## config.mk

```make
export PLATFORM = sky130hd
export DESIGN_NAME = sd_frame_serializer
export DESIGN_NICKNAME = d
export VERILOG_FILES = /design/src/rtl/sd_pkg.sv /design/src/rtl/sd_beat_counter.sv /design/src/rtl/sd_frame_serializer.sv
export SDC_FILE = /design/constraint.sdc
export NUM_CORES = 1
export LEC_CHECK = 0
export ABC_AREA = 1
export CAP_MARGIN = 20
export CORE_MARGIN = 8
export CORE_UTILIZATION = 55
export CTS_BUF_LIST = sky130_fd_sc_hd__clkbuf_8
export DETAILED_ROUTE_END_ITERATION = 7
export HOLD_SLACK_MARGIN = 0.06
export PLACE_DENSITY = 0.93
export SETUP_SLACK_MARGIN = 0.1
export SYNTH_ARGS = -nofsm -noshare
export SYNTH_HDL_FRONTEND = slang
export SYNTH_SLANG_ARGS = --single-unit
```

## constraint.sdc

```tcl
create_clock -name iClock_SD -period 1.55 [get_ports iClock_SD]
set_input_delay 0.31 -clock iClock_SD [delete_from_list [all_inputs] [get_ports iClock_SD]]
set_output_delay 0.31 -clock iClock_SD [all_outputs]
set_load 0.005 [all_outputs]
```

## src/rtl/sd_pkg.sv

```systemverilog
// Shared types and constants for the SD host serial datapath (serializer and,
// later, the deserializer).
`timescale 1ns/1ps
package sd_pkg;

  typedef enum logic [1:0] {
    IDLE  = 2'd0,
    SHIFT = 2'd1,
    DONE  = 2'd2
  } sd_ser_state_t;

  localparam int   SD_CMD_FRAME_BITS = 48;
  localparam int   SD_DAT_LANES      = 4;
  localparam logic SD_IDLE_LEVEL     = 1'b1;

  // Number of lane beats needed to move one frame.
  function automatic int sd_beats(input int frame, input int lanes);
    return frame / lanes;
  endfunction

endpackage

```

## src/rtl/sd_beat_counter.sv

```systemverilog
// Loadable down-counter with enable and terminal-count flag; counting stops at
// zero so tc_o stays high until the next load.
`timescale 1ns/1ps
module sd_beat_counter #(
  parameter int W = 6
) (
  input  logic         clk_i,
  input  logic         rst_i,
  input  logic         load_i,
  input  logic [W-1:0] load_val_i,
  input  logic         dec_i,
  output logic         tc_o
);

  logic [W-1:0] cnt_q;
  logic [W-1:0] cnt_d;

  always_comb begin
    cnt_d = cnt_q;
    if (load_i) begin
      cnt_d = load_val_i;
    end else if (dec_i && (cnt_q != '0)) begin
      cnt_d = cnt_q - W'(1);
    end
  end

  always_ff @(posedge clk_i) begin
    if (rst_i) begin
      cnt_q <= '0;
    end else begin
      cnt_q <= cnt_d;
    end
  end

  assign tc_o = (cnt_q == '0);

endmodule

```

## src/rtl/sd_frame_serializer.sv

```systemverilog
// Parallel-to-serial frame shifter for the SD CMD line (1 lane) or DAT[3:0]
// (4 lanes), with load/busy/complete handshake and enable-driven pause.
`timescale 1ns/1ps
module sd_frame_serializer
  import sd_pkg::*;
#(
  parameter int   FRAME_BITS = SD_CMD_FRAME_BITS,
  parameter int   LANES      = 1,
  parameter bit   MSB_FIRST  = 1'b1,
  parameter logic IDLE_LEVEL = SD_IDLE_LEVEL
) (
  input  logic                  iClock_SD,
  input  logic                  iReset,
  input  logic                  iEnable,
  input  logic                  iLoad_send,
  input  logic [FRAME_BITS-1:0] iParallel,
  output logic [LANES-1:0]      oSerial,
  output logic                  oOutput_enable,
  output logic                  oBusy,
  output logic                  oComplete
);

  localparam int BEATS = sd_beats(FRAME_BITS, LANES);
  localparam int CNT_W = $clog2(BEATS + 1);
  localparam logic [LANES-1:0] IDLE_LANES = {LANES{IDLE_LEVEL}};

  if ((LANES != 1) && (LANES != 4)) begin : g_bad_lanes
    $error("sd_frame_serializer: LANES must be 1 or 4");
  end
  if ((FRAME_BITS % LANES) != 0) begin : g_bad_split
    $error("sd_frame_serializer: FRAME_BITS must be a multiple of LANES");
  end
  if ((FRAME_BITS < 8) || (FRAME_BITS > 4096)) begin : g_bad_frame
    $error("sd_frame_serializer: FRAME_BITS must be within 8..4096");
  end

  sd_ser_state_t           state_q;
  logic [FRAME_BITS-1:0]   shreg_q;
  logic [LANES-1:0]        serial_q;
  logic                    oe_q;
  logic                    busy_q;
  logic                    complete_q;

  logic                    accept_d;
  logic                    dec_d;
  logic                    tc;
  logic [FRAME_BITS-1:0]   src_d;
  logic [FRAME_BITS-1:0]   rest_d;
  logic [LANES-1:0]        beat_d;

  assign accept_d = iEnable && iLoad_send && ((state_q == IDLE) || (state_q == DONE));
  assign dec_d    = iEnable && (state_q == SHIFT) && !tc;

  // Beat 0 goes straight from iParallel to the lanes on the accepting edge,
  // so the shift register only ever holds the beats still to come.
  always_comb begin
    src_d  = accept_d ? iParallel : shreg_q;
    beat_d = '0;
    rest_d = '0;
    if (MSB_FIRST) begin
      beat_d = src_d[FRAME_BITS-1 -: LANES];
      rest_d = src_d << LANES;
    end else begin
      beat_d = src_d[LANES-1:0];
      rest_d = src_d >> LANES;
    end
  end

  sd_beat_counter #(
    .W(CNT_W)
  ) u_beat_counter (
    .clk_i      (iClock_SD),
    .rst_i      (iReset),
    .load_i     (accept_d),
    .load_val_i (CNT_W'(BEATS - 1)),
    .dec_i      (dec_d),
    .tc_o       (tc)
  );

  always_ff @(posedge iClock_SD) begin
    if (iReset) begin
      state_q    <= IDLE;
      shreg_q    <= '0;
      serial_q   <= IDLE_LANES;
      oe_q       <= 1'b0;
      busy_q     <= 1'b0;
      complete_q <= 1'b0;
    end else if (iEnable) begin
      case (state_q)
        IDLE, DONE: begin
          if (iLoad_send) begin
            state_q    <= SHIFT;
            shreg_q    <= rest_d;
            serial_q   <= beat_d;
            oe_q       <= 1'b1;
            busy_q     <= 1'b1;
            complete_q <= 1'b0;
          end else begin
            state_q    <= IDLE;
            serial_q   <= IDLE_LANES;
            oe_q       <= 1'b0;
            busy_q     <= 1'b0;
            complete_q <= 1'b0;
          end
        end
        SHIFT: begin
          if (tc) begin
            state_q    <= DONE;
            serial_q   <= IDLE_LANES;
            oe_q       <= 1'b0;
            busy_q     <= 1'b0;
            complete_q <= 1'b1;
          end else begin
            shreg_q  <= rest_d;
            serial_q <= beat_d;
          end
        end
        default: begin
          state_q    <= IDLE;
          serial_q   <= IDLE_LANES;
          oe_q       <= 1'b0;
          busy_q     <= 1'b0;
          complete_q <= 1'b0;
        end
      endcase
    end
  end

  assign oSerial        = serial_q;
  assign oOutput_enable = oe_q;
  assign oBusy          = busy_q;
  assign oComplete      = complete_q;

endmodule

```

; ---- Word-level counts from Yosys, hierarchy flattened
; Cells that the tools add are included.
[classes]
addsub = 1
eq_ne = 5
n_mux = 17
reduce_logical = 16
[ops]
columns = op, n
row1 = 2-to-1 mux 48 bit, 3
row2 = one-hot mux 48 bit (2 select lines), 1
row3 = 2-to-1 mux 6 bit, 2
row4 = 2-to-1 mux 1 bit, 7
row5 = zero test 6 bit, 1
row6 = "inequality test 2 bit, second input constant", 3
row7 = nonzero test 6 bit, 1
row8 = "subtractor 6 x 1 -> 6 bit, second input constant", 1
row9 = logical AND 1 bit, 5
row10 = one-hot mux 1 bit (2 select lines), 2
row11 = one-hot mux 2 bit (2 select lines), 1
row12 = AND reduction 4 bit, 1
row13 = nonzero test 2 bit, 2
row14 = OR reduction 2 bit, 2
row15 = "== test 2 x 1 -> 1 bit, second input constant", 1
row16 = "== test 2 bit, second input constant", 1
row17 = zero test 2 bit, 1
row18 = 2-to-1 mux 2 bit, 1
row19 = AND reduction 2 bit, 1
row20 = zero test 1 bit, 1
row21 = logical OR 1 bit, 1
[word_totals]
regBits = 59
wordCells = 46

; ---- Depth between registers and ports, before layout
; Gate-level depths: netlist of the first run.
[depth]
depth_word = 6
mapped_depth = 9

; ---- Hierarchy
; Synthesis of the first run repeated with hierarchy kept, for this count alone.
[unflattened]
cells_unflattened = 466
area_unflattened_um2 = 3145.5
[by_module_without_submodules]
columns = mod, instances, cells_per_inst, area_each_um2
row1 = sd_frame_serializer, 1, 398, 2723.9
row2 = sd_beat_counter, 1, 68, 421.7

; ---- Worst setup path before layout of the first run
; No wires, ideal clock.
[synth_path]
kind = flip-flop to flip-flop
startpoint = register u_beat_counter.cnt_q[0]
endpoint = register shreg_q[13]
t_arrival_ns = 1.328
setup_slack_ns = 0.152
path_stages_with_launch = 9
n_path_buf = 1
synth_period_minus_slack_ns = 1.398
path_cell_list = dfxtp_1 -> inv_1 -> ha_1 -> nand3_4 -> nand2_8 -> nand2_8 -> buf_2 -> o21ai_1 -> a21oi_2
[synth_via]
elab_chain_len = 3
[synth_lines]
columns = element, line
row1 = "start, declared", sd_beat_counter.sv:15  ; logic [W-1:0] cnt_q;
row2 = "start signal, assigned", sd_beat_counter.sv:31  ; cnt_q <= cnt_d;
row3 = zero test 6 bit, sd_beat_counter.sv:35  ; assign tc_o = (cnt_q == '0);
row4 = inequality test 2 bit (no line), --
row5 = AND reduction 4 bit (no line), --
row6 = "end signal, assigned", sd_frame_serializer.sv:93  ; shreg_q <= rest_d;
row7 = "end signal, assigned", sd_frame_serializer.sv:114  ; shreg_q <= rest_d;
row8 = "end, declared", sd_frame_serializer.sv:38  ; logic [FRAME_BITS-1:0] shreg_q;
; No other way between the ends.
; A chain may end at the register's enable or synchronous reset.

; ---- Final worst setup path of the first run
; Ends and elaborated chain as after synthesis.

==> out/metrics.yaml, run 1 <==
status: "finished, final reports clean"
hp-class: "input port to register"
grt_pass1_wl_um: 14500
pwr-share-clk_pct: 35.2
synth_area_um2: 3280
synth_seq_area_share_pct: 34.2
wl_um: 8950
diodes: 0
die_area_um2: 8690
drv_slew: 0
path_clk_slew_ns: 0.10
drc: 0
worstSkewPairLatency_ns: 0.32
combPwrFrac_pct: 23.2
first_global_vias: 3285
cts_sinks: 56
start_util_pct: 56.0
worstSetupEndpointType: "register"
max_freq_mhz: 708
switching_share_pct: 27.6
dpl.hpwl_um: 5410
peakVddDrop_v: 0.000600
grt-ovfl-total: 0
avgSynthCellArea_um2: 6.87
rsz0062_at_grt: "yes"
io_pins: 56
antenna_left: 0
worstPathMaxFanout: 17
track_usage_pct: 20.5
worstPathArrival_ns: 1.63
synthMuxAreaShare_pct: 0
fin_area_um2: 4310
synth_area_leader_cell: "dfxtp_1"
ys_seq_elements: 56
root_buffer: "clkbuf_8"
cts_max_level: 2
final.setup.tns_ns: 0
synth-xor-area-share_pct: 0.534
syn_to_final_growth_pct: 31.6
path_class: "register to register"
drtPass1Iterations: 5
placed_area_um2: 3960
tightest_slew_ns: 0.265
cts_inserted_buffers: 5
synth_top_area_share_pct: 34.2
num_rows: 28
maxSlewHeadroom_pct: 82.3
hold_buffers: 0
coreArea_um2: 5850
leakage_uw: 0.00178
vias: 3179
power_density_nw_per_um2: 861
yosys_warnings: 0
critical_path_required_ns: 1.76
layout-drive-gt1-share_pct: 25.7
antenna_found_initial: 0
synth_top_family_by_area: "simple AND/OR/NAND/NOR gates"
setup.worst_path.start_class: "register"
final.period_utilization_pct: 91.1
die_width_um: 93.2
ys_top_cells_by_area: "dfxtp_1, nor2_1, inv_1"
cts.path.max_buffers: 2
maxCapViolCount: 0
synthDistinctLibCells: 26
die_h_um: 93.2
period_needed_ns: 1.41
finalHoldViolations: 0
finalNetCount: 597
syn-num-nets: 531
timing.hold.ws_ns: 0.297
seqPwrFrac_pct: 41.5
place_congestion: 0.889
synth-adder-area-share_pct: 0.763
postSynthCellCount: 477
numPortBuffers: 55
vias_per_cell: 5.14
drt-initial-drc-count: 262
power_uw: 3720
finalSetupViolCount: 0
worst_clock_skew_ns: 0.0113
final_cell_mix: "nor2_1, inv_1, dfxtp_1"
yosys.area_share.simple_pct: 27.3
fill_cells: 405
grt_max_degree: 33
final_common_cell: "nor2_1"
post_drt_wl_per_cell_um: 14.5
synth_compound_area_share_pct: 19.6
cts_tree: "built"
p_int_uw: 2690
switchingPower_uw: 1030
==> layer usage <==
metal	part of all wire (%)	up-vias	global-route usage (%)
li1	-	1562	-
met1	39	1445	21.6
met2	51	134	36.4
met3	6.4	38	5.45
met4	3.4	0	10.9
met5	0	-	0
==> critical path: stages (launching register included) <==
cell,delay (ns)
dfxtp_2,0.35
inv_2,0.08
ha_4,0.16
nand3_4,0.12
nand2_8,0.15
nand2_8,0.09
buf_12,0.15
o21ai_1,0.11
a21oi_2,0.08
==> cells by family after synthesis <==
logic type | Yosys count
XOR/XNOR | 2
buffers and inverters | 127
AO/OA/AOI/OAI | 100
adder cells (fa/ha/maj) | 2
AND/OR/NAND/NOR | 190
flip-flops | 56
==> power groups by stage <==
| stage | clock network [uW] | registers (uW) | logic [uW] |
|---|---|---|---|
| 2_1_floorplan | 0 | 1560 | 483 |
| 3_3_place_gp | 0 | 1570 | 712 |
| 3_5_place_dp | 0 | 1570 | 732 |
| 4_1_cts | 1310 | 1540 | 794 |
| 5_1_grt | 1370 | 1550 | 935 |
| 6_report | 1310 | 1540 | 863 |
==> metrics by stage <==
stage / util, % / setup slack, ns / instances
after floorplan: - / 0.152 / 477
after global placement: 67.7 / -0.170 / 601
after detailed placement: 67.7 / -0.220 / 601
after CTS: 72.0 / 0.104 / 616
after global routing: 73.7 / 0.0714 / 619
final: 73.7 / 0.137 / 619
==> flip-flops by register name (all words and copies together), names as in the netlist <==
name                  cells
oSerial                   1
u_beat_counter.cnt_q      6
oBusy                     1
shreg_q                  47
state_q                   1
==> what timing repair did <==
action                     4_1_cts  5_1_grt
gates resized for setup         16       22
setup endpoints to repair       51       48
cloned                           6        2
pin swaps                        3        6
buffers inserted                 1        1
==> cell usage after synthesis <==
library cell and instances:
a21oi_1 13, a21oi_2 37, a31oi_1 2, buf_12 3, buf_2 9, buf_4 5
buf_8 1, clkbuf_1 8, dfxtp_1 56, ha_1 2, inv_1 97, inv_12 1
inv_2 3, nand2_1 40, nand2_2 38, nand2_8 2, nand3_1 6, nand3_4 1
nand4_1 2, nor2_1 98, nor2_2 1, nor2_4 1, nor2_8 1, o21ai_0 8
o21ai_1 40, xor2_1 2
==> final timing paths <==
path	start	to	slack (ns)	cells past startpoint
worst min register to register	shreg_q[36]	shreg_q[36]	0.47	2
worst max register to register	u_beat_counter.cnt_q[0]	shreg_q[13]	0.14	8
worst max-delay path	u_beat_counter.cnt_q[0]	shreg_q[13]	0.14	8
worst min-delay path	iReset	oSerial	0.30	3
==> layout make-up <==
class | instances | area, um^2 | share of cell area [%]
clock buffer | 5 | 68.8 | 1.60
inverter | 101 | 403 | 9.34
timing repair inverter | 6 | 65.1 | 1.51
timing repair buffer | 77 | 798 | 18.5
tap | 75 | 93.8 | 2.18
multi-input combinational | 296 | 1670 | 38.7
sequential | 56 | 1130 | 26.1
clock inverter | 3 | 90.1 | 2.09
No activity file was read; power rests on OpenSTA's default activity.
==> run 2, diff against run 1 <==
--- a/config.mk
+++ b/config.mk
@@ -5,10 +5,9 @@
 export SDC_FILE = /design/constraint.sdc
 export NUM_CORES = 1
 export LEC_CHECK = 0
-export ABC_AREA = 1
 export CAP_MARGIN = 20
 export CORE_MARGIN = 8
-export CORE_UTILIZATION = 55
+export CORE_UTILIZATION = 53
 export CTS_BUF_LIST = sky130_fd_sc_hd__clkbuf_8
 export DETAILED_ROUTE_END_ITERATION = 7
 export HOLD_SLACK_MARGIN = 0.06
==> run 2 against run 1 <==
Net effect:
- the flow now finishes with violations (setup timing)
- non-clock buffer count up 18
- routed wire length up 2.1%
- flip-flop and latch count did not move
- utilization grew 2.1 points
- sequential power up 7%
- synthesized cell count down 33%
- critical path depth decreased by 3
- global-route usage increased by 1.2 points
- critical path type unchanged
- critical endpoint is now u_beat_counter.cnt_q[5]
==> out/metrics.yaml, run 2 <==
status: "complete, but fails checks"
violations: "setup timing"
final_common_cell: "dfxtp_1"
avgSynthCellArea_um2: 8.53
post_drt_wl_per_cell_um: 19.8
yosys.area_share.simple_pct: 20.7
tightest_slew_ns: 0.423
worstSetupEndpointType: "register"
synth_top_family_by_area: "compound AO/OA/AOI/OAI gates"
synth-xor-area-share_pct: 0.323
drc: 0
hp-class: "register to register"
ys_top_cells_by_area: "dfxtp_1, a221o_1, a21oi_1"
cts_sinks: 56
max_freq_mhz: 563
synthMuxAreaShare_pct: 0
io_pins: 56
timing.hold.ws_ns: 0.481
synth_ff_type: "dfxtp_1"
final_cell_mix: "dfxtp_1, a21oi_1, clkdlybuf4s50_1"
dpl.hpwl_um: 5120
worst_clock_skew_ns: 0.00933
synth-adder-area-share_pct: 0.923
yosys_warnings: 0
first_global_vias: 2771
maxCapViolCount: 0
grt-ovfl-total: 0
path_class: "register to register"
finalNetCount: 446
postSynthCellCount: 318
die_width_um: 87.5
finalHoldViolations: 0
cts_tree: "built"
start_util_pct: 54.1
synth_edf_count: 0
placed_area_um2: 3470
wl_um: 9140
syn_to_final_growth_pct: 40.1
worstPathArrival_ns: 2.02
numPortBuffers: 55
ys_seq_elements: 56
synth_area_um2: 2710
final.period_utilization_pct: 115
synth_seq_area_share_pct: 41.3
final.setup.tns_ns: -7.30
synth_area_leader_cell: "dfxtp_1"
setup_slack_ns: -0.225
cts.path.max_buffers: 2
async_flop_share_pct: 0
synth_top_area_share_pct: 41.3
die_h_um: 87.5
antenna_left: 0
cts_max_level: 2
coreArea_um2: 5010
worstSkewPairLatency_ns: 0.32
num_rows: 26
grt_max_degree: 47
power_density_nw_per_um2: 859
die_area_um2: 7660
drt-initial-drc-count: 396
drv_slew: 0
leakage_uw: 0.00139
diodes: 0
pre_cts_slack_ns: -0.622
layout-drive-gt1-share_pct: 21.4
worstPathMaxFanout: 3
period_needed_ns: 1.77
vias_per_cell: 6.52
track_usage_pct: 21.7
reg_top3: "shreg_q x47, u_beat_counter.cnt_q x6"
syn-num-nets: 372
synth.most_common_cell: "dfxtp_1"
maxSlewHeadroom_pct: 71.6
vias: 3010
largest_register: "shreg_q"
cts_inserted_buffers: 5
setup.worst_path.start_class: "register"
finalSetupViolCount: 52
fin_area_um2: 3800
place_congestion: 0.827
antenna_found_initial: 0
root_buffer: "clkbuf_8"
synthDistinctLibCells: 34
critical_path_required_ns: 1.79
peakVddDrop_v: 0.000481
drtPass1Iterations: 5
synth_compound_area_share_pct: 29.3
path_clk_slew_ns: 0.09
largest_reg_flops: 47
grt_pass1_wl_um: 13200
rsz0062_at_grt: "yes"
synth_common_cells: "dfxtp_1, a21oi_1, nand2_1"
## run 2: cell type report
class,instances,area (um^2)
Inverter,4,15.0
Timing Repair Buffer,95,932
Sequential cell,56,1130
Clock buffer,5,68.8
Fill cell,358,1210
Clock inverter,2,12.5
Multi-Input combinational cell,230,1550
Tap cell,70,87.6
## run 2: worst paths after layout
check	cells past startpoint	end	startpoint	slack, ns
worst min-delay path	2	shreg_q[21]	shreg_q[21]	0.48
worst max register to register	5	u_beat_counter.cnt_q[5]	u_beat_counter.cnt_q[4]	-0.22
worst max-delay path	5	u_beat_counter.cnt_q[5]	u_beat_counter.cnt_q[4]	-0.22
worst min register to register	2	shreg_q[21]	shreg_q[21]	0.48
## run 2: kinds of logic after synthesis
logic type	count (synthesis)
fa+ha+maj	2
simple gates	117
buf+inv	36
xor+xnor	1
flops	56
compound gates	106
## run 2: timing repair
action,in CTS,in global routing
buffers inserted,4,2
gates resized for setup,19,20
endpoints found under the setup margin,60,55
hold endpoints to repair,0,0
pin swaps,17,17
hold buffers,0,0
gates cloned,3,2
## run 2: per-stage QoR
step / power (uW) / util (%) / instances
after floorplan: 2040 / - / 318
after global placement: 2320 / 69.3 / 444
after detailed placement: 2350 / 69.3 / 444
after CTS: 3160 / 73.0 / 458
after global routing: 3390 / 75.8 / 462
final: 3260 / 75.8 / 462
## run 2: power by group
part	switching [uW]	internal [uW]
logic	384	431
registers	100	1550
clock network	485	308
total	969	2290
## run 2: critical path: stages, from the launching register on
cell	delay [ns]
dfxtp_1	0.33
or3_4	0.43
buf_4	0.16
nand4b_1	0.20
or3_1	0.36
a31oi_1	0.21
## run 2: routing by layer
layer	part of all wire (%)	wire length (um)	up-vias	GRT usage (%)
met4	3.7	341	0	10.8
met1	38	3480	1390	26.4
met2	48	4380	237	34.6
li1	-	-	1345	-
met3	10	943	38	5.47
met5	0	0	-	0
